<file path="src/rtl/ram_burst_ctrl.sv">
// ram_burst_ctrl: burst access sequencer for a single-port RAM with a combinational read port.
// Accepts read/write burst requests, drives one RAM beat per cycle with an auto-incrementing
// address, and returns read data through a registered valid/ready response stage.
//
// Ports:
//   clk_i, rst_n_i                   clock, asynchronous active-low reset
//   req_valid_i/req_ready_o          request handshake; req_we_i, req_addr_i, req_len_i (beats-1)
//   wdata_valid_i/wdata_ready_o      write beat handshake; wdata_i
//   rsp_valid_o/rsp_ready_i          read beat handshake; rsp_data_o, rsp_last_o (registered)
//   ram_addr_o, ram_rden_o, ram_wren_o, ram_wdata_o, ram_rdata_i   RAM side
//   busy_o                           burst in progress or read beat not yet drained
module ram_burst_ctrl #(
  parameter int unsigned N     = 4,
  parameter int unsigned M     = 4,
  parameter int unsigned LEN_W = 4
) (
  input  logic             clk_i,
  input  logic             rst_n_i,
  input  logic             req_valid_i,
  output logic             req_ready_o,
  input  logic             req_we_i,
  input  logic [N-1:0]     req_addr_i,
  input  logic [LEN_W-1:0] req_len_i,
  input  logic             wdata_valid_i,
  output logic             wdata_ready_o,
  input  logic [M-1:0]     wdata_i,
  output logic             rsp_valid_o,
  input  logic             rsp_ready_i,
  output logic [M-1:0]     rsp_data_o,
  output logic             rsp_last_o,
  output logic [N-1:0]     ram_addr_o,
  output logic             ram_rden_o,
  output logic             ram_wren_o,
  output logic [M-1:0]     ram_wdata_o,
  input  logic [M-1:0]     ram_rdata_i,
  output logic             busy_o
);

  typedef enum logic [1:0] {StIdle, StWr, StRd} state_e;

  state_e           state_q, state_d;
  logic [N-1:0]     addr_q, addr_d;
  logic [LEN_W-1:0] cnt_q, cnt_d;
  logic             rsp_valid_q, rsp_valid_d;
  logic [M-1:0]     rsp_data_q, rsp_data_d;
  logic             rsp_last_q, rsp_last_d;

  logic req_fire, wr_fire, issue;

  // No new request is taken while a read beat is still waiting to be drained.
  assign req_fire = (state_q == StIdle) && !rsp_valid_q && req_valid_i;
  assign wr_fire  = (state_q == StWr) && wdata_valid_i;
  // A read is issued only when the response register is free or being emptied this cycle.
  assign issue    = (state_q == StRd) && (!rsp_valid_q || rsp_ready_i);

  always_comb begin
    state_d     = state_q;
    addr_d      = addr_q;
    cnt_d       = cnt_q;
    rsp_valid_d = rsp_valid_q;
    rsp_data_d  = rsp_data_q;
    rsp_last_d  = rsp_last_q;

    if (rsp_valid_q && rsp_ready_i) begin
      rsp_valid_d = 1'b0;
    end

    unique case (state_q)
      StIdle: begin
        if (req_fire) begin
          addr_d  = req_addr_i;
          cnt_d   = req_len_i;
          state_d = req_we_i ? StWr : StRd;
        end
      end
      StWr: begin
        if (wr_fire) begin
          addr_d = addr_q + N'(1);
          if (cnt_q == '0) begin
            state_d = StIdle;
          end else begin
            cnt_d = cnt_q - LEN_W'(1);
          end
        end
      end
      StRd: begin
        if (issue) begin
          rsp_data_d  = ram_rdata_i;
          rsp_valid_d = 1'b1;
          rsp_last_d  = (cnt_q == '0);
          addr_d      = addr_q + N'(1);
          if (cnt_q == '0) begin
            state_d = StIdle;
          end else begin
            cnt_d = cnt_q - LEN_W'(1);
          end
        end
      end
      default: state_d = StIdle;
    endcase
  end

  always_ff @(posedge clk_i or negedge rst_n_i) begin
    if (!rst_n_i) begin
      state_q     <= StIdle;
      addr_q      <= '0;
      cnt_q       <= '0;
      rsp_valid_q <= 1'b0;
      rsp_data_q  <= '0;
      rsp_last_q  <= 1'b0;
    end else begin
      state_q     <= state_d;
      addr_q      <= addr_d;
      cnt_q       <= cnt_d;
      rsp_valid_q <= rsp_valid_d;
      rsp_data_q  <= rsp_data_d;
      rsp_last_q  <= rsp_last_d;
    end
  end

  assign req_ready_o   = (state_q == StIdle) && !rsp_valid_q;
  assign wdata_ready_o = (state_q == StWr);
  assign ram_addr_o    = addr_q;
  assign ram_wdata_o   = wdata_i;
  assign ram_wren_o    = wr_fire;
  assign ram_rden_o    = issue;
  assign rsp_valid_o   = rsp_valid_q;
  assign rsp_data_o    = rsp_data_q;
  assign rsp_last_o    = rsp_last_q;
  assign busy_o        = (state_q != StIdle) || rsp_valid_q;

endmodule

</file>
<file path="config.mk">
export PLATFORM = sky130hd
export DESIGN_NAME = ram_burst_ctrl
export DESIGN_NICKNAME = d
export VERILOG_FILES = /design/src/rtl/ram_burst_ctrl.sv
export SDC_FILE = /design/constraint.sdc
export NUM_CORES = 1
export LEC_CHECK = 0
export CORE_MARGIN = 3
export CORE_UTILIZATION = 60
export CTS_BUF_LIST = sky130_fd_sc_hd__clkbuf_8
export DETAILED_ROUTE_END_ITERATION = 8
export DONT_BUFFER_PORTS = 1
export HOLD_SLACK_MARGIN = 0.02
export PLACE_DENSITY_LB_ADDON = 0.08
export SLEW_MARGIN = 20
export SYNTH_ARGS = -nofsm -noshare
export SYNTH_HDL_FRONTEND = slang
export SYNTH_SLANG_ARGS = --single-unit
export TNS_END_PERCENT = 5
</file>
<file path="constraint.sdc">
create_clock -name clk_i -period 2.3 [get_ports clk_i]
set_clock_uncertainty 0.1 [all_clocks]
set_input_delay 0.345 -clock clk_i [delete_from_list [all_inputs] [get_ports clk_i]]
set_output_delay 0.345 -clock clk_i [all_outputs]
set_load 0.02 [all_outputs]
</file>
==> impl_metrics.tcl <==
set metrics [dict create \
    hold_path.class "input port to flop" \
    yosys.cell_count.top_type "dfrtp_1" \
    finalHoldViolations 0 \
    post_cts_buffers 0 \
    clock-sinks 16 \
    root_buffer "clkbuf_8" \
    hold_end "rsp_data_o[1]$_DFFE_PN0P_" \
    min_period_ns 2.157 \
    relSlewSlack 0.5229 \
    wl_mm 1.696 \
    grt_pass1_wl_mm 2.677 \
    drc 0 \
    grt_usage 0.1855 \
    cp_data_required_time_ns 2.33 \
    slew_viol_final 0 \
    yosys_most_used_dff "dfrtp_1" \
    async_flop_share 1.000 \
    die_h_um 46.00 \
    startpoint_type "flop" \
    ir_worst_vdd_mv 0.9179 \
    wl_per_cell_um 16.47 \
    drt_iter0_markers 4 \
    nets 117 \
    p_total_mw 1.814 \
    drive_gt1_frac 0.1932 \
    end_kind "flop" \
    antenna_found_initial 0 \
    clkSlewWorstSetupHoldPaths_ns 0.06 \
    setup_slack_ns 0.1428 \
    hold_depth 1 \
    fin_area_um2 1017 \
    rsz0062_at_grt "no" \
    path_class "flop to flop" \
    syn2layout_area_growth_pct 5.998 \
    synth_area_um2 959.7 \
    cts_tree "built" \
    ys_seq_elements 16 \
    antenna_left 0 \
    setup_viol_count_final 0 \
    io_buffers 0 \
    ys_top_cells_by_area "dfrtp_1, mux2i_1, ha_1, mux2_2, inv_1" \
    r2r_start "state_q[0]$_DFFE_PN0P_" \
    ys_warn_count 0 \
    status "complete, no violations" \
    pre_cts_ws_ns 0.1409 \
    overflow 0 \
    syn_avg_cell_area_um2 11.03 \
    place_congestion 0.7049 \
    synth_cells 87 \
    fmax_ghz 0.4636 \
    cp_max_fo 9 \
    numCtsBuffers 3 \
    worst_ep_arrival_time_ns 2.19 \
    core_um2 1399 \
    leakage_nw 0.4964 \
    min_from "ram_rdata_i[1]" \
    firstDrtPassIters 4 \
    place_area_um2 952.2 \
    r2r_end "cnt_q[3]$_DFFE_PN0P_" \
    diodes 0 \
    vias 595 \
    synth_cell_types 28 \
    worst_pin_slew_ns 0.7133 \
    grt_start_max_net_pins 17 \
    postSynthNetCount 115 \
    synth_enable_flop_cells 0 \
    n_fill_cell 110 \
    clk_latency_ns 0.25 \
    yosys.area.top_type_share 0.4172 \
    seq_area_um2 400.4 \
    dieArea_um2 2116 \
    grt_pass1_vias 617 \
    fin_util 0.7272 \
    hpwl_mm 1.243 \
    h-tree-depth 1 \
    io-pin-count 41 \
    yosysTopAreaCell "dfrtp_1" \
    fin_crit_sh 0.9379 \
    multi_input_area_um2 491.7 \
    start_util 0.6860 \
    synthTopCellsByCount "dfrtp_1, inv_1, mux2i_1, ha_1" \
    finalSetupTns_ns 0 \
    fp-row-count 13 \
    power_density_nw_per_um2 1783 \
    maxCapViolations 0 \
    fp.dieW_um 46.00 \
    clk_path_buf_depth 2 \
    r2r_setup_slack_ns 0.14 \
    ff2ff_path_depth 6 \
    seq_area_frac_synth 0.4172 \
    avgViaCountPerCell 5.777 \
]
-- registers in the layout, indices dropped and copies added (netlist names) --
signal and flops:
rsp_data_o 4, rsp_last_o 1, ram_addr_o 4, rsp_valid_o 1, state_q 2, cnt_q 4
-- what timing repair did --
action                                  in CTS  in global routing
hold buffers                                 1                  0
endpoints found under the setup margin       0                  0
hold endpoints to repair                    16                  0
gates resized for setup                      0                  0
-- how the worst max path moves through the flow --
stage | start | to | slack [ns] | cells after the start
after floorplan | state_q[1]$_DFFE_PN0P_ | cnt_q[2]$_DFFE_PN0P_ | 0.22 | 6
after global placement | state_q[0]$_DFFE_PN0P_ | cnt_q[3]$_DFFE_PN0P_ | 0.21 | 6
after detailed placement | state_q[0]$_DFFE_PN0P_ | cnt_q[2]$_DFFE_PN0P_ | 0.14 | 6
after CTS | state_q[0]$_DFFE_PN0P_ | cnt_q[3]$_DFFE_PN0P_ | 0.13 | 6
after global routing | state_q[0]$_DFFE_PN0P_ | cnt_q[3]$_DFFE_PN0P_ | 0.04 | 6
final | state_q[0]$_DFFE_PN0P_ | cnt_q[3]$_DFFE_PN0P_ | 0.14 | 6
-- power by group --
group / total (mW) / internal, mW / switching, mW / leakage, nW
Combinational: 0.912 / 0.437 / 0.475 / 0.275
Sequential: 0.659 / 0.427 / 0.232 / 0.192
Clock: 0.243 / 0.152 / 0.0913 / 0.0288
-- cell type report --
type,count,share of cell area
Clock buffer,4,0.05412
Inverter,9,0.03321
Multi-Input combinational cell,57,0.4834
Sequential cell,16,0.3936
Tap cell,15,0.01845
Timing Repair Buffer,2,0.01722
-- cell usage in the layout (no fill, tap or decap), types with 2 or more instances in the layout --
cell	count
ha_1	6
clkbuf_8	4
dfrtp_1	16
mux2i_1	9
nand2_1	5
mux2_2	5
nand2b_1	4
o21ai_1	2
xnor2_1	3
inv_1	9
mux2_4	2
a21oi_1	4
nor2_1	3
-- metrics by stage --
step | hold slack [ns] | std cells
final | 0.1470 | 103
after global routing | 0.1374 | 103
after CTS | 0.1409 | 103
after detailed placement | -0.05019 | 98
after global placement | -0.05019 | 98
after floorplan | -0.05059 | 87
-- cell families (layout without fill, tap and decap cells) --
family | count (synthesis) | in the layout | share of synthesized area
AND/OR/NAND/NOR | 21 | 21 | 0.1317
multiplexers | 16 | 16 | 0.1838
flip-flops | 16 | 16 | 0.4172
buffers and inverters | 14 | 15 | 0.07040
AO/OA/AOI/OAI | 11 | 11 | 0.09127
adder cells (fa/ha/maj) | 6 | 6 | 0.07822
XOR/XNOR | 3 | 3 | 0.02738
-- metal layers --
metal | global-route usage | vias to the layer above | wire length (µm)
met2 | 0.2967 | 29 | 827
met5 | 0 | - | 0
met1 | 0.2219 | 273 | 722
met3 | 0.04743 | 4 | 114
met4 | 0.1080 | 0 | 32
li1 | - | 289 | -
-- critical path: stages, from the launching register on --
cell and delay (ns):
dfrtp_1 0.39, inv_1 0.09, ha_1 0.22, and3b_1 0.19
a2111o_4 0.53, a21oi_4 0.21, mux2_4 0.32
Power figures use the tool's default switching activity.
